## config.mk

```make
export PLATFORM = sky130hd
export DESIGN_NAME = swbut_debounce
export DESIGN_NICKNAME = d
export VERILOG_FILES = /design/src/rtl/swbut_debounce_pkg.sv /design/src/rtl/swbut_debounce_bit.sv /design/src/rtl/swbut_debounce.sv
export SDC_FILE = /design/constraint.sdc
export NUM_CORES = 1
export LEC_CHECK = 0
export CAP_MARGIN = 10
export CELL_PAD_IN_SITES_DETAIL_PLACEMENT = 1
export CELL_PAD_IN_SITES_GLOBAL_PLACEMENT = 1
export CORE_MARGIN = 4
export CORE_UTILIZATION = 47
export CTS_CLUSTER_DIAMETER = 30
export DETAILED_ROUTE_END_ITERATION = 6
export GPL_ROUTABILITY_DRIVEN = 0
export GPL_TIMING_DRIVEN = 0
export PLACE_DENSITY = 0.82
export SLEW_MARGIN = 20
export SYNTH_ARGS = -nofsm -noshare
export SYNTH_HDL_FRONTEND = slang
export SYNTH_HIERARCHICAL = 1
export SYNTH_SLANG_ARGS = --single-unit
```

## constraint.sdc

```tcl
create_clock -name clk -period 2.55 [get_ports clk]
set_input_delay 0.3825 -clock clk [delete_from_list [all_inputs] [get_ports clk]]
set_output_delay 0.3825 -clock clk [all_outputs]
set_load 0.02 [all_outputs]
```

## src/rtl/swbut_debounce_pkg.sv

```systemverilog
// Shared definitions for the switch/button input conditioner: board bit map,
// default debounce depth and the counter-width helper.
package swbut_debounce_pkg;

  localparam int BTN_BIT          = 15;
  localparam int SW_BIT           = 0;
  localparam int DEFAULT_DEBOUNCE = 50000;

  function automatic int cnt_width(input int debounce);
    return $clog2(debounce + 1);
  endfunction

endpackage

```

## src/rtl/swbut_debounce_bit.sv

```systemverilog
// Single-line conditioner: 2-flop synchroniser, debounce counter, stable flop, edge strobes.
// Latency: a level first sampled at edge k is accepted at edge k+1+DEBOUNCE; no backpressure.
module swbut_debounce_bit
  import swbut_debounce_pkg::*;
#(
  parameter int DEBOUNCE = DEFAULT_DEBOUNCE
) (
  input  logic clk,
  input  logic rst,
  input  logic raw,
  output logic out,
  output logic rise,
  output logic fall
);

  localparam int CNT_W = cnt_width(DEBOUNCE);
  localparam logic [CNT_W-1:0] CNT_LAST = CNT_W'(DEBOUNCE - 1);

  logic             s1;
  logic             s2;
  logic [CNT_W-1:0] cnt;

  always_ff @(posedge clk) begin
    if (rst) begin
      s1   <= 1'b0;
      s2   <= 1'b0;
      cnt  <= '0;
      out  <= 1'b0;
      rise <= 1'b0;
      fall <= 1'b0;
    end else begin
      s1   <= raw;
      s2   <= s1;
      rise <= 1'b0;
      fall <= 1'b0;
      // Any return to the stable level discards the partial count.
      if (s2 == out) begin
        cnt <= '0;
      end else if (cnt == CNT_LAST) begin
        out  <= s2;
        cnt  <= '0;
        rise <= s2;
        fall <= ~s2;
      end else begin
        cnt <= cnt + CNT_W'(1);
      end
    end
  end

endmodule

```

## src/rtl/swbut_debounce.sv

```systemverilog
// Debounces WIDTH independent switch/button lines into a stable word plus rise/fall/changed strobes.
// Latency: DEBOUNCE+2 edges from first sample to visible output; no backpressure.
module swbut_debounce
  import swbut_debounce_pkg::*;
#(
  parameter int WIDTH    = 16,
  parameter int DEBOUNCE = DEFAULT_DEBOUNCE
) (
  input  logic             clk,
  input  logic             rst,
  input  logic [WIDTH-1:0] raw,
  output logic [WIDTH-1:0] out,
  output logic [WIDTH-1:0] rise,
  output logic [WIDTH-1:0] fall,
  output logic             changed
);

  for (genvar i = 0; i < WIDTH; i++) begin : g_bit
    swbut_debounce_bit #(
      .DEBOUNCE(DEBOUNCE)
    ) u_bit (
      .clk (clk),
      .rst (rst),
      .raw (raw[i]),
      .out (out[i]),
      .rise(rise[i]),
      .fall(fall[i])
    );
  end

  // Strobes are already registered, so this stays a clean one-cycle pulse.
  assign changed = |(rise | fall);

endmodule

```

==> results_dict.tcl, run 1 <==
set metrics [dict create \
    synth_compound_area_frac 0.00620 \
    cts_setup_buffers 0 \
    worstPathMaxFanout 2 \
    powerDensity_mw_per_mm2 811 \
    finalSetupViolCount 0 \
    fin_tns_setup_ns 0 \
    hold_class "in -> reg" \
    seq_area_mm2 0.00673 \
    fin_cells 2241 \
    cap_violations 0 \
    yosysSeqAreaShare 0.422 \
    route.detailed.drc 0 \
    slew_viol_final 0 \
    synth_mux_area_frac 0.00943 \
    whs_path_depth 2 \
    drtPass1Iterations 5 \
    ys.flop_type "dfxtp_1" \
    period_minus_slack_ns 2.33 \
    post-route-period-util 0.913 \
    leakagePower_nw 7.15 \
    max_freq_ghz 0.429 \
    async_reset_ff_frac 0 \
    arrival_ns 1.95 \
    reg2reg_slack_ns 0.59 \
    clock_path_buffers 3 \
    cts_sinks 336 \
    path_cells "nor4_4 -> nand4_1 -> or2_1 -> clkbuf_2" \
    fp.dieW_um 192 \
    seqPwrFrac 0.326 \
    syn-cell-area_mm2 0.0159 \
    gr-total-overflow 0 \
    clk_latency_ns 0.58 \
    switching_share 0.203 \
    htreeDepth 3 \
    clock_power_share 0.665 \
    ys_ff_latch 336 \
    finalWorstSetupSlack_ns 0.222 \
    synth_cell_types 37 \
    cts_buffers 80 \
    synth.area.top_cells "dfxtp_1, xnor2_1, nor2_1" \
    synth_edf_count 0 \
    status "finished, final reports clean" \
    place_inst 2096 \
    clk_pin_slew_ns 0.05 \
    drive_gt1_frac 0.238 \
    endpoint_kind "output pin" \
    cp_slowest_stage_delay_ns 0.42 \
    clockRootBuffer "clkbuf_16" \
    dieHeight_um 192 \
    wl_per_cell_um 17.6 \
    switching_power_w 0.00332 \
    io_buffers 66 \
    multiInputGateArea_mm2 0.00875 \
    dp.final_hpwl_mm 24.4 \
    postPlaceCellArea_mm2 0.0172 \
    coreArea_mm2 0.0334 \
    grt_pass1_wl_mm 67.3 \
    r2r_cells 5 \
    io_pins 67 \
    rsz0062_at_grt "no" \
    hold_viol 0 \
    start_util 0.476 \
    tightest_slew_ns 0.588 \
    grt_max_degree 52 \
    vias 12100 \
    dp_worst_setup_slack_ns -0.0723 \
    final_core_util 0.602 \
    syn_to_final_growth_pct 26.5 \
    stdcell_area_mm2 0.0201 \
    netlist_instances 1581 \
    yosysWarnings 6 \
    crit_type "reg -> out" \
    synth_adder_area_share 0.0126 \
    timing.slew.headroom 0.608 \
    track_usage 0.220 \
    peakVddDrop_v 0.000531 \
    cts_tree "yes" \
    cp.required_ns 2.17 \
    grt_pass1_vias 13200 \
    clock_skew_ns 0.0253 \
    whs_endpoint "g_bit[7].u_bit/out$_SDFFE_PP0P_" \
    diodes 0 \
    mostFrequentLayoutCells "dfxtp_1, nor2_1, xnor2_1, nor3_1, clkbuf_16" \
    final_antenna_net_count 0 \
    holdBufCountCts 0 \
    crit_path_start_kind "register" \
    rr_endpoint "g_bit[9].u_bit/rise$_SDFF_PP0_" \
    grt_antenna_before_repair 0 \
    yosys.area.top_type_share 0.422 \
    fillers 3535 \
    row_count 67 \
    routed_wl_mm 39.4 \
    synth_xor_area_frac 0.123 \
    hp-start "rst" \
    synth-simple-area-share 0.393 \
    dieArea_mm2 0.0369 \
    final_common_cell "dfxtp_1" \
    critPathSlowestCell "nor4_4" \
    yosysTopAreaCell "dfxtp_1" \
    avgSynthCellArea_um2 10.1 \
    r2r-start "g_bit[9].u_bit/cnt[0]$_SDFF_PP0_" \
    synth_top_family_by_area "simple AND/OR/NAND/NOR gates" \
    viasPerCell 5.41 \
    drt-initial-drc-count 448 \
    power_frac_comb 0.009 \
    p_int_w 0.0130 \
    synth_nets 1615 \
    nNetsFinal 1764 \
]
through the flow:
stage | power (W) | hold slack (ns)
final | 0.0163 | 0.299
after global routing | 0.0169 | 0.305
after CTS | 0.0165 | 0.267
after detailed placement | 0.00557 | 0.426
after global placement | 0.00556 | 0.416
after floorplan | 0.00549 | 0.414
timing repair:
| item | 4_1_cts | 5_1_grt |
|---|---|---|
| gates resized for setup | 12 | 1 |
| setup endpoints to repair | 1 | 1 |
| pin swaps | 1 | 0 |
registers in the layout (all words and copies together), names as in the netlist:
name,cells
g_bit.u_bit/cnt,256
g_bit.u_bit/fall,16
g_bit.u_bit/out,16
g_bit.u_bit/rise,16
g_bit.u_bit/s1,16
g_bit.u_bit/s2,16
kinds of logic (layout without fill, tap and decap cells):
family | after synthesis | in the layout
adder cells (fa/ha/maj) | 16 | 16
AO/OA/AOI/OAI | 19 | 19
AND/OR/NAND/NOR | 892 | 892
XOR/XNOR | 224 | 224
flip-flops | 336 | 336
multiplexers | 15 | 15
buffers and inverters | 79 | 291
power by group through the flow:
stage / registers, W / clock network, W / logic (W)
final: 0.00532 / 0.0109 / 0.000154
after global routing: 0.00532 / 0.0114 / 0.000170
after CTS: 0.00532 / 0.0111 / 0.000156
after detailed placement: 0.00542 / 0 / 0.000152
after global placement: 0.00542 / 0 / 0.000146
after floorplan: 0.00541 / 0 / 0.0000763
cells in the mapped netlist, drive strengths merged (15+ instances only):
cell type    n
nor4       102
and2        16
mux2i       15
nor2       271
xor2        35
xnor2      189
nand2       79
inv         47
nand4       84
dfxtp      336
nor3       109
nand2b      33
nor2b       33
ha          16
nor4b       16
nand3       81
and4bb      30
buf         32
a21oi       16
and3        34
worst max path at each step:
stage	start	to	slack, ns	cells past startpoint
floorplan	g_bit[9].u_bit/cnt[0]$_SDFF_PP0_	g_bit[9].u_bit/cnt[1]$_SDFF_PP0_	1.01	5
global placement	rst	g_bit[3].u_bit/cnt[10]$_SDFF_PP0_	-1.94	5
CTS	g_bit[11].u_bit/fall$_SDFF_PP0_	changed	0.0003	4
global route	g_bit[13].u_bit/fall$_SDFF_PP0_	changed	0.10	4
finish	g_bit[13].u_bit/fall$_SDFF_PP0_	changed	0.22	4
detailed placement	g_bit[9].u_bit/rise$_SDFF_PP0_	changed	-0.07	4
routing by layer:
layer / track usage / share of wire / up-vias
met5: 0 / 0 / -
met2: 0.389 / 0.51 / 173
met3: 0.0478 / 0.035 / 77
li1: - / - / 5831
met4: 0.0771 / 0.023 / 0
met1: 0.263 / 0.43 / 6035
critical path, delay by kind of cell (launching register included):
kind | cells | cell delay, ns
and+or+nand+nor | 3 | 0.83
DFF | 1 | 0.34
buffers and inverters | 1 | 0.20
layout make-up:
cell class | count | area share
Sequential cell | 336 | 0.334
Clock buffer | 98 | 0.111
Inverter | 47 | 0.00876
Timing Repair Buffer | 67 | 0.0334
Multi-Input combinational cell | 1166 | 0.434
Clock inverter | 47 | 0.0335
Tap cell | 448 | 0.0278
Buffer | 32 | 0.0177
No activity file was read; power rests on OpenSTA's default activity.
==> run 2: changes to the inputs <==
--- a/config.mk
+++ b/config.mk
@@ -8,13 +8,14 @@
 export CAP_MARGIN = 10
 export CELL_PAD_IN_SITES_DETAIL_PLACEMENT = 1
 export CELL_PAD_IN_SITES_GLOBAL_PLACEMENT = 1
-export CORE_MARGIN = 4
+export CORE_MARGIN = 5
 export CORE_UTILIZATION = 47
 export CTS_CLUSTER_DIAMETER = 30
 export DETAILED_ROUTE_END_ITERATION = 6
 export GPL_ROUTABILITY_DRIVEN = 0
 export GPL_TIMING_DRIVEN = 0
 export PLACE_DENSITY = 0.82
+export SKIP_LAST_GASP = 1
 export SLEW_MARGIN = 20
 export SYNTH_ARGS = -nofsm -noshare
 export SYNTH_HDL_FRONTEND = slang
==> run 2 against run 1 <==
  * Flip-flop and latch count unchanged
  * Clock power shrank 6%
  * Total power fell by 4.1%
  * Critical path depth unchanged
  * Non-clock buffer count unchanged
  * Cell count is 0.40% lower
  * Worst setup slack lost 0.015 ns
  * Maximum frequency down 0.63%
  * First-iteration DRC count decreased by 1.3%
  * Largest power group unchanged
  * Highest routed layer is now met5
==> results_dict.tcl, run 2 (synthesis results as in run 1) <==
set metrics [dict create \
    cts_buffers 75 \
    io_pins 67 \
    clock_skew_ns 0.0244 \
    vias 12100 \
    viasPerCell 5.40 \
    io_buffers 66 \
    syn_to_final_growth_pct 25.1 \
    tightest_slew_ns 0.492 \
    grt_pass1_vias 13300 \
    grt_pass1_wl_mm 66.8 \
    timing.slew.headroom 0.669 \
    wl_per_cell_um 17.7 \
    cap_violations 0 \
    cp_slowest_stage_delay_ns 0.50 \
    slew_viol_final 0 \
    track_usage 0.208 \
    hold_viol 0 \
    max_freq_ghz 0.427 \
    htreeDepth 3 \
    fp.dieW_um 194 \
    period_minus_slack_ns 2.34 \
    routed_wl_mm 39.5 \
    powerDensity_mw_per_mm2 786 \
    arrival_ns 1.96 \
    final_common_cell "dfxtp_1" \
    crit_type "reg -> out" \
    path_cells "nor4_4 -> nand4_1 -> or2_1 -> clkbuf_2" \
    hold_class "in -> reg" \
    post-route-period-util 0.919 \
    gr-total-overflow 0 \
    endpoint_kind "output pin" \
    drtPass1Iterations 4 \
    cts_setup_buffers 0 \
    whs_path_depth 2 \
    mostFrequentLayoutCells "dfxtp_1, nor2_1, xnor2_1, nor3_1, clkbuf_16" \
    coreArea_mm2 0.0335 \
    clk_pin_slew_ns 0.04 \
    final_antenna_net_count 0 \
    clockRootBuffer "clkbuf_16" \
    dp.final_hpwl_mm 24.6 \
    fin_cells 2232 \
    status "finished, final reports clean" \
    row_count 67 \
    grt_antenna_before_repair 1 \
    critPathSlowestCell "nor4_4" \
    dieArea_mm2 0.0377 \
    clk_latency_ns 0.58 \
    cts_tree "yes" \
    largest_register_ffs 256 \
    leakagePower_nw 7.05 \
    dieHeight_um 194 \
    peakVddDrop_v 0.000773 \
    drt-initial-drc-count 442 \
    clock_path_buffers 3 \
    p_total_w 0.0157 \
    top_register "g_bit.u_bit/cnt" \
    worstPathMaxFanout 2 \
    place_inst 2096 \
    crit_path_start_kind "register" \
    start_util 0.475 \
    route.detailed.drc 0 \
    rsz0062_at_grt "no" \
    timing.hold.ws_ns 0.209 \
    finalSetupViolCount 0 \
    cts_sinks 336 \
    nNetsFinal 1759 \
    r2r_cells 5 \
    cp.required_ns 2.17 \
    diodes 0 \
    grt_max_degree 74 \
    holdBufCountCts 0 \
    drive_gt1_frac 0.233 \
]
==> run 2: through the flow <==
step	instance area, µm²	worst slack, ns	utilization	setup TNS, ns
global route	19900	0.0935	0.594	0
finish	19900	0.207	0.594	0
global placement	17200	-2.01	0.511	-589.42
floorplan	15900	1.01	-	0
detailed placement	17200	-0.0742	0.512	-0.0742
CTS	19900	0.0101	0.594	0
==> run 2: worst max-delay path: cells and delay by family (launching register included) <==
| family | cells | cell delay [ns] |
|---|---|---|
| DFF | 1 | 0.35 |
| buffers and inverters | 1 | 0.17 |
| and+or+nand+nor | 3 | 0.88 |
==> run 2: cell type report <==
type	instances	area, µm²
timing repair buffer	67	681
inverter	47	176
clock buffer	87	2000
sequential	336	6730
multi-input combinational	1166	8730
tap	448	561
clock inverter	49	686
buffer	32	357
fill	3622	13600
==> run 2: power by group <==
part / total [W] / leakage, nW / switching, W / internal, W
Clock: 0.0102 / 1.31 / 0.00313 / 0.00706
Combinational: 0.000155 / 3.03 / 0.0000887 / 0.0000658
Sequential: 0.00532 / 2.71 / 0.0000239 / 0.00530
Total: 0.0157 / 7.05 / 0.00324 / 0.0124
==> run 2: worst paths after layout <==
| check | startpoint | slack, ns | to |
|---|---|---|---|
| worst max-delay path | g_bit[11].u_bit/rise$_SDFF_PP0_ | 0.21 | changed |
| worst min register to register | g_bit[14].u_bit/s1$_SDFF_PP0_ | 0.43 | g_bit[14].u_bit/s2$_SDFF_PP0_ |
| worst min-delay path | rst | 0.21 | g_bit[7].u_bit/s1$_SDFF_PP0_ |
| worst max register to register | g_bit[9].u_bit/cnt[0]$_SDFF_PP0_ | 0.64 | g_bit[9].u_bit/rise$_SDFF_PP0_ |
==> run 2: repair_timing <==
item | in CTS | in global routing
pin swaps | 1 | 1
endpoints found under the setup margin | 1 | 1
resized for setup | 8 | 2
==> run 2: layer usage <==
| layer | vias up | share of wire | GRT usage |
|---|---|---|---|
| met3 | 74 | 0.045 | 0.0485 |
| met4 | 2 | 0.024 | 0.0688 |
| met1 | 5952 | 0.42 | 0.245 |
| li1 | 5821 | - | - |
| met2 | 205 | 0.51 | 0.372 |
| met5 | - | 0.00033 | 0 |
